[src/rtl/parking_spot_unit.sv]
// Single parking spot: park-in animation, PIN-checked pickup, billing hand-off and drive-out
// animation, with a free-running 9-bit tick counter for time stamps.
module parking_spot_unit #(
  parameter int unsigned ANIM_TICKS = 10
) (
  input  logic       clock,
  input  logic       resetn,
  input  logic       tick,
  input  logic       car_in,
  input  logic       attempt,
  input  logic       leave,
  input  logic [2:0] vehicle_size,
  input  logic [3:0] pin,
  output logic       occupied,
  output logic [8:0] start_time,
  output logic [8:0] final_time,
  output logic       calculate_fare,
  output logic [9:0] light,
  output logic [2:0] vehicle_size_out,
  output logic       password_correct,
  output logic       car_in_done,
  output logic       pin_error
);

  typedef enum logic [2:0] {
    StEmpty,
    StParking,
    StOccupied,
    StBilling,
    StDeparting
  } state_e;

  localparam logic [3:0] AnimLast = 4'(ANIM_TICKS - 1);

  state_e     state_q, state_d;
  logic [8:0] time_q, time_d;
  logic [3:0] anim_q, anim_d;
  logic [8:0] start_q, start_d;
  logic [8:0] final_q, final_d;
  logic [9:0] light_q, light_d;
  logic [2:0] vsize_q, vsize_d;
  logic [3:0] pin_q, pin_d;
  logic       pw_q, pw_d;
  logic       done_q, done_d;
  logic       perr_q, perr_d;
  logic       fare_q, fare_d;
  logic       size_ok;

  assign size_ok = (vehicle_size == 3'b001) || (vehicle_size == 3'b010) ||
                   (vehicle_size == 3'b100);

  always_comb begin
    state_d = state_q;
    time_d  = tick ? time_q + 9'd1 : time_q;
    anim_d  = anim_q;
    start_d = start_q;
    final_d = final_q;
    light_d = light_q;
    vsize_d = vsize_q;
    pin_d   = pin_q;
    pw_d    = pw_q;
    done_d  = 1'b0;
    perr_d  = 1'b0;
    fare_d  = 1'b0;

    case (state_q)
      StEmpty: begin
        light_d = '0;
        if (car_in && size_ok) begin
          // Time stamps use the counter value before this cycle's tick.
          vsize_d = vehicle_size;
          pin_d   = pin;
          start_d = time_q;
          anim_d  = '0;
          light_d = 10'h001;
          state_d = StParking;
        end
      end
      StParking: begin
        if (tick) begin
          if (anim_q == AnimLast) begin
            state_d = StOccupied;
            done_d  = 1'b1;
            light_d = 10'h3FF;
          end else begin
            anim_d  = anim_q + 4'd1;
            light_d = {light_q[8:0], light_q[9]};
          end
        end
      end
      StOccupied: begin
        light_d = 10'h3FF;
        if (attempt) begin
          if (pin == pin_q) begin
            final_d = time_q;
            pw_d    = 1'b1;
            fare_d  = 1'b1;
            light_d = 10'h155;
            state_d = StBilling;
          end else begin
            perr_d = 1'b1;
          end
        end
      end
      StBilling: begin
        light_d = 10'h155;
        if (leave) begin
          anim_d  = '0;
          light_d = 10'h200;
          state_d = StDeparting;
        end
      end
      StDeparting: begin
        if (tick) begin
          if (anim_q == AnimLast) begin
            state_d = StEmpty;
            light_d = '0;
            pw_d    = 1'b0;
            vsize_d = '0;
          end else begin
            anim_d  = anim_q + 4'd1;
            light_d = {light_q[0], light_q[9:1]};
          end
        end
      end
      default: state_d = StEmpty;
    endcase
  end

  always_ff @(posedge clock or negedge resetn) begin
    if (!resetn) begin
      state_q <= StEmpty;
      time_q  <= '0;
      anim_q  <= '0;
      start_q <= '0;
      final_q <= '0;
      light_q <= '0;
      vsize_q <= '0;
      pin_q   <= '0;
      pw_q    <= 1'b0;
      done_q  <= 1'b0;
      perr_q  <= 1'b0;
      fare_q  <= 1'b0;
    end else begin
      state_q <= state_d;
      time_q  <= time_d;
      anim_q  <= anim_d;
      start_q <= start_d;
      final_q <= final_d;
      light_q <= light_d;
      vsize_q <= vsize_d;
      pin_q   <= pin_d;
      pw_q    <= pw_d;
      done_q  <= done_d;
      perr_q  <= perr_d;
      fare_q  <= fare_d;
    end
  end

  assign occupied         = (state_q != StEmpty);
  assign start_time       = start_q;
  assign final_time       = final_q;
  assign calculate_fare   = fare_q;
  assign light            = light_q;
  assign vehicle_size_out = vsize_q;
  assign password_correct = pw_q;
  assign car_in_done      = done_q;
  assign pin_error        = perr_q;

endmodule

[config.mk]
export PLATFORM = sky130hd
export DESIGN_NAME = parking_spot_unit
export DESIGN_NICKNAME = d
export VERILOG_FILES = /design/src/rtl/parking_spot_unit.sv
export SDC_FILE = /design/constraint.sdc
export NUM_CORES = 1
export LEC_CHECK = 0
export CAP_MARGIN = 10
export CORE_ASPECT_RATIO = 1.5
export CORE_MARGIN = 5
export CORE_UTILIZATION = 56
export CTS_BUF_LIST = sky130_fd_sc_hd__clkbuf_16
export DETAILED_ROUTE_END_ITERATION = 8
export GPL_TIMING_DRIVEN = 0
export PLACE_DENSITY_LB_ADDON = 0.08
export SLEW_MARGIN = 0
export SYNTH_ARGS = -nofsm -noshare
export SYNTH_HDL_FRONTEND = slang
export SYNTH_SLANG_ARGS = --single-unit
export TNS_END_PERCENT = 1
[constraint.sdc]
create_clock -name clock -period 4.7 [get_ports clock]
set_input_delay 0.705 -clock clock [delete_from_list [all_inputs] [get_ports clock]]
set_output_delay 0.705 -clock clock [all_outputs]
set_load 0.005 [all_outputs]
-- Word-level counts from Yosys, hierarchy flattened
Cells that the tools add are included.
- register bits after elaboration: 55
- bits of input ports: 13
- output and inout port bits: 36
- logic and storage cells: 89
- add/sub/neg operators: 2
- equal/unequal tests: 19
- mux-type cells: 39
- reductions and logical operators: 17
- operator list (operator ; count):
    2-to-1 mux 10 bit ; 7
    case mux 10 bit (5 select lines) ; 1
    2-to-1 mux 3 bit ; 9
    != test 2 bit, second input constant ; 9
    2-to-1 mux 4 bit ; 4
    case mux 3 bit (5 select lines) ; 1
    2-to-1 mux 1 bit ; 14
    case mux 4 bit (3 select lines) ; 1
    AND reduction 5 bit ; 2
    adder 9 x 1 -> 9 bit, second input constant ; 1
    equality test 3 x 2 -> 1 bit, second input constant ; 3
    AND reduction 8 bit ; 1
    equality test 3 x 1 -> 1 bit, second input constant ; 2
    equality test 3 bit, second input constant ; 2
    case mux 3 bit (2 select lines) ; 1
    AND reduction 3 bit ; 2
    nonzero test 3 bit ; 2
    nonzero test 5 bit ; 1
    adder 4 x 1 -> 4 bit, second input constant ; 1
    equality test 4 bit ; 1
    equality test 4 bit, second input constant ; 1
    AND reduction 4 bit ; 1
    nonzero test 2 bit ; 2
    logical NOT 3 bit ; 1
    other kinds (6) ; 7

-- Longest topological paths before layout
- depth in word-level cells: 6
- gate-level depth with buffers: 8
- depth with buffers taken out: 7

-- Worst setup path after synthesis
OpenSTA, ideal clock, no wires.
- path type: input port to flip-flop
- from: input pin[1]
- to: register final_q[1], in the netlist final_time[1]
- setup time: 125 ps
- data arrival time: 1820 ps
- data required time: 4575 ps
- path slack: 2755 ps
- stages on the path: 6
- path buffers: 1
- cell sequence: xor2_1 -> nor4_2 -> and2_4 -> nand2_2 -> buf_6 -> mux2_4
- word-level cells in the longest chain between the ends: 2
- ends and longest elaborated chain (item ; line ; source):
    start: declaration ; 13 ; input logic [3:0] pin,
    equality test 4 bit ; 94 ; if (pin == pin_q) begin
    AND reduction 3 bit (no source line) ; n/a ;
    end signal: assignment ; 149 ; final_q <= final_d;
    end: declaration ; 39 ; logic [8:0] final_q, final_d;
No other way between the ends.
A chain may end at the register's enable or synchronous reset.

-- Worst setup path after layout
- from: register state_q[1]
- to: output occupied
- word-level cells in the longest chain between the ends: 1
- ends and longest elaborated chain (item ; line ; source):
    start: declaration ; 35 ; state_e state_q, state_d;
    start signal: assignment ; 132 ; state_q <= StEmpty;
    start signal: assignment ; 145 ; state_q <= state_d;
    nonzero test 3 bit ; 160 ; assign occupied = (state_q != StEmpty);
    end: declaration ; 14 ; output logic occupied,
No other way between the ends.

==> metrics.md <==
| Metric | Value |
|---|---|
| EDFF count, synth | `0` |
| DR iter-0 viols | `55` |
| Post-Syn Nets | `249` |
| Root Buffer | `clkbuf_16` |
| Die W | `66.0 microns` |
| Status | `completed` |
| Vias in the first global route | `2044` |
| Tightest Hold Check Type | `in -> async` |
| Grt total ovfl | `0` |
| R2r endpoint | `vehicle_size_out[0]` |
| Overall Global Routing Usage | `19.6%` |
| Antenna diodes | `0` |
| Final hold vios | `0` |
| Area Overhead vs Synth | `27.3%` |
| Avg Inst Size Synth | `11.3 sq um` |
| Die height | `94.1 microns` |
| Hold_ws | `0.367 ns` |
| TritonCTS clock tree | `yes` |
| Switching Fraction | `35.7%` |
| Initial core utilization | `58.1%` |
| CTS Hold Buffers Added | `0` |
| Dominant cell type by area after synthesis | `dfrtp_1` |
| Wire length per cell | `15.7 microns` |
| #FFs+latches synth | `55` |
| Max-Cap Viols | `0` |
| CTS sink count | `55` |
| Worst skew pair latency | `0.29 ns` |
| Worst Setup EP | `occupied` |
| Internal | `1.36 mW` |
| Routed WL | `5570 microns` |
| I/O pins | `49` |
| Largest net degree at the start of global routing | `36` |
| Cell Rows | `30` |
| Cell Area, Synth | `2640 sq um` |
| Flop pwr share | `38.2%` |
| Clock Pin Slew Worst Setup and Hold Paths | `0.07 ns` |
| P_leak | `1.51 nW` |
| Xor/xnor share of the synthesized area | `4.32%` |
| Beginning of the critical path | `state_q[1]` |
| Fin crit period | `2.27 ns` |
| Critical path required time | `3.99 ns` |
| Die Footprint | `6210 sq um` |
| CTS H-tree lvls | `2` |
| Sw power | `758 uW` |
| Share of cells above drive strength 1 | `18.3%` |
| Count of pins over their slew limit | `0` |
| Dpl hpwl | `4010 microns` |
| Worst setup margin | `2.43 ns` |
| Worst Clk Skew | `0.00496 ns` |
| Synth top area cells | `dfrtp_1, mux2_2, mux2_4` |
| DRT Pass-1 Iters | `4` |
| Synth Area in Compound Gates | `13.8%` |
| Worst r2r path cells | `8` |
| Simple logic cell fraction of the synthesized area | `12.8%` |
| Flop-to-flop setup slack | `2.79 ns` |
| Drt drc | `0` |
| Layout Utilization | `73.9%` |
| Ys flop type | `dfrtp_1` |
| Synthesis Warnings | `0` |
| Setup Viol. Count Final | `0` |
| Fmax | `440 MHz` |
| GP Congestion | `0.851` |
| Ys async rst share | `100%` |
| Initial antenna violation count | `0` |
| Kind of critical path | `reg -> out` |
| Logic pwr share | `44.6%` |
| Clock power frac | `17.1%` |
| Arrival @ worst endpoint | `1.57 ns` |
| Seq/Total Area, Yosys | `52.2%` |
| Yosys top cell area share | `52.2%` |
| Post CTS Setup Buffer Count | `0` |
| R2R Path Start | `anim_q[1]` |
| Crit start category | `flop` |
| Crit end category | `primary output` |
| Cts repair resizes | `0` |
| TNS Setup | `0 ns` |
| IO buf count | `48` |
| Antenna Nets Post-Route | `0` |
| Setup repair after global routing missed its margin | `no` |
| Slew headroom | `59.3%` |
| Global-route wire length before repair | `9510 microns` |
| NumNets Final | `305` |
| Via count | `1943` |
| Mux cell area share after synthesis | `11.8%` |
| Worst slew pin tran | `0.604 ns` |
| Cell Pwr Density | `632 nW/um^2` |
| CP Max Fanout | `10` |
| Post-Place Worst Slack | `2.17 ns` |
| Vias per std cell | `5.49` |
| VDD IR max | `0.396 mV` |
| Post-Synthesis Cells | `233` |
| Main combinational cell family by area after synthesis | `compound AO/OA/AOI/OAI gates` |
| TritonCTS Buffers | `5` |
| Yosys cell types | `51` |
| Tcrit/Tclk final | `48.3%` |
| Post-Synth Adder-Cell Area | `1.42%` |
| CTS Buffer Depth | `2` |
| Core area | `4540 sq um` |
[cell usage in the layout, fill, tap and decap left out, types with 2 or more instances in the layout]
| cell type | n |
|---|---|
| a21o_1 | 2 |
| a21oi_1 | 5 |
| a41oi_1 | 4 |
| buf_2 | 7 |
| buf_6 | 2 |
| clkbuf_1 | 2 |
| clkbuf_16 | 5 |
| clkdlybuf4s50_1 | 47 |
| clkinv_2 | 2 |
| dfrtp_1 | 55 |
| ha_1 | 3 |
| inv_1 | 8 |
| mux2_2 | 16 |
| mux2_4 | 8 |
| nand2_1 | 21 |
| nand2b_1 | 3 |
| nand3_1 | 11 |
| nand4_1 | 2 |
| nor2_1 | 12 |
| nor3_1 | 2 |
| o21ai_0 | 19 |
| o21ai_1 | 4 |
| o22a_1 | 5 |
| or3_1 | 2 |
| xnor2_1 | 5 |
| xor2_1 | 8 |
[synthesized netlist by cell type, drive strengths merged, types with 3 or more instances]
master,instances
dfrtp,55
mux2,25
o21ai,23
nand2,22
nor2,12
nand3,11
buf,9
inv,8
xor2,8
a21oi,6
o22a,5
xnor2,5
a41oi,4
nor3,4
ha,3
nand2b,3
[state kept, by name (all words and copies together), names as in the netlist]
signal,flops
start_time,9
time_q,9
password_correct,1
car_in_done,1
vehicle_size_out,3
final_time,9
calculate_fare,1
anim_q,4
pin_error,1
state_q,3
light,10
pin_q,4
[routing by layer]
layer	vias up	track usage [%]	routed length [microns]
li1	933	-	-
met1	964	24.0	2310
met2	42	35.2	3020
met3	4	2.87	173
met4	0	5.93	66
met5	-	0	0
[stage by stage]
step | power, mW | cell area (sq um) | cells
floorplan | 1.38 | 2640 | 233
global placement | 1.74 | 3200 | 345
detailed placement | 1.77 | 3210 | 346
CTS | 2.14 | 3360 | 354
global route | 2.28 | 3360 | 354
finish | 2.12 | 3360 | 354
[worst max-delay path, stage by stage (launching register included)]
cell	delay [ns]
dfrtp_1	0.38
buf_4	0.17
nor3_2	0.19
inv_1	0.08
clkdlybuf4s50_1	0.45
[kinds of logic after synthesis]
kind of cell    Yosys count
mux                      25
flops                    55
xor+xnor                 13
buf+inv                  19
simple gates             65
compound gates           53
fa+ha+maj                 3
[worst min path at each step]
stage | start | end | slack (ns) | cells after the start
6_report | resetn | final_time[3] | 0.37 | 1
5_1_grt | resetn | time_q[1] | 0.41 | 1
4_1_cts | resetn | final_time[1] | 0.38 | 1
3_5_place_dp | password_correct | password_correct | 0.48 | 2
3_3_place_gp | password_correct | password_correct | 0.48 | 2
2_1_floorplan | resetn | anim_q[0] | 0.41 | 0
[final cells by class]
class / instances / area [sq um]
fill: 336 / 1180
clock inverter: 3 / 18.8
buffer: 11 / 67.6
timing repair buffer: 49 / 495
sequential: 55 / 1380
clock buffer: 5 / 125
tap: 64 / 80.1
multi-input combinational: 159 / 1160
inverter: 8 / 30.0
[power groups by stage]
| stage | combinational (mW) | sequential, mW | clock, mW |
|---|---|---|---|
| 2_1_floorplan | 0.584 | 0.792 | 0 |
| 6_report | 0.946 | 0.811 | 0.363 |
| 5_1_grt | 1.05 | 0.841 | 0.387 |
| 3_5_place_dp | 0.952 | 0.818 | 0 |
| 4_1_cts | 0.958 | 0.811 | 0.372 |
| 3_3_place_gp | 0.931 | 0.810 | 0 |
Power figures use the tool's default switching activity.
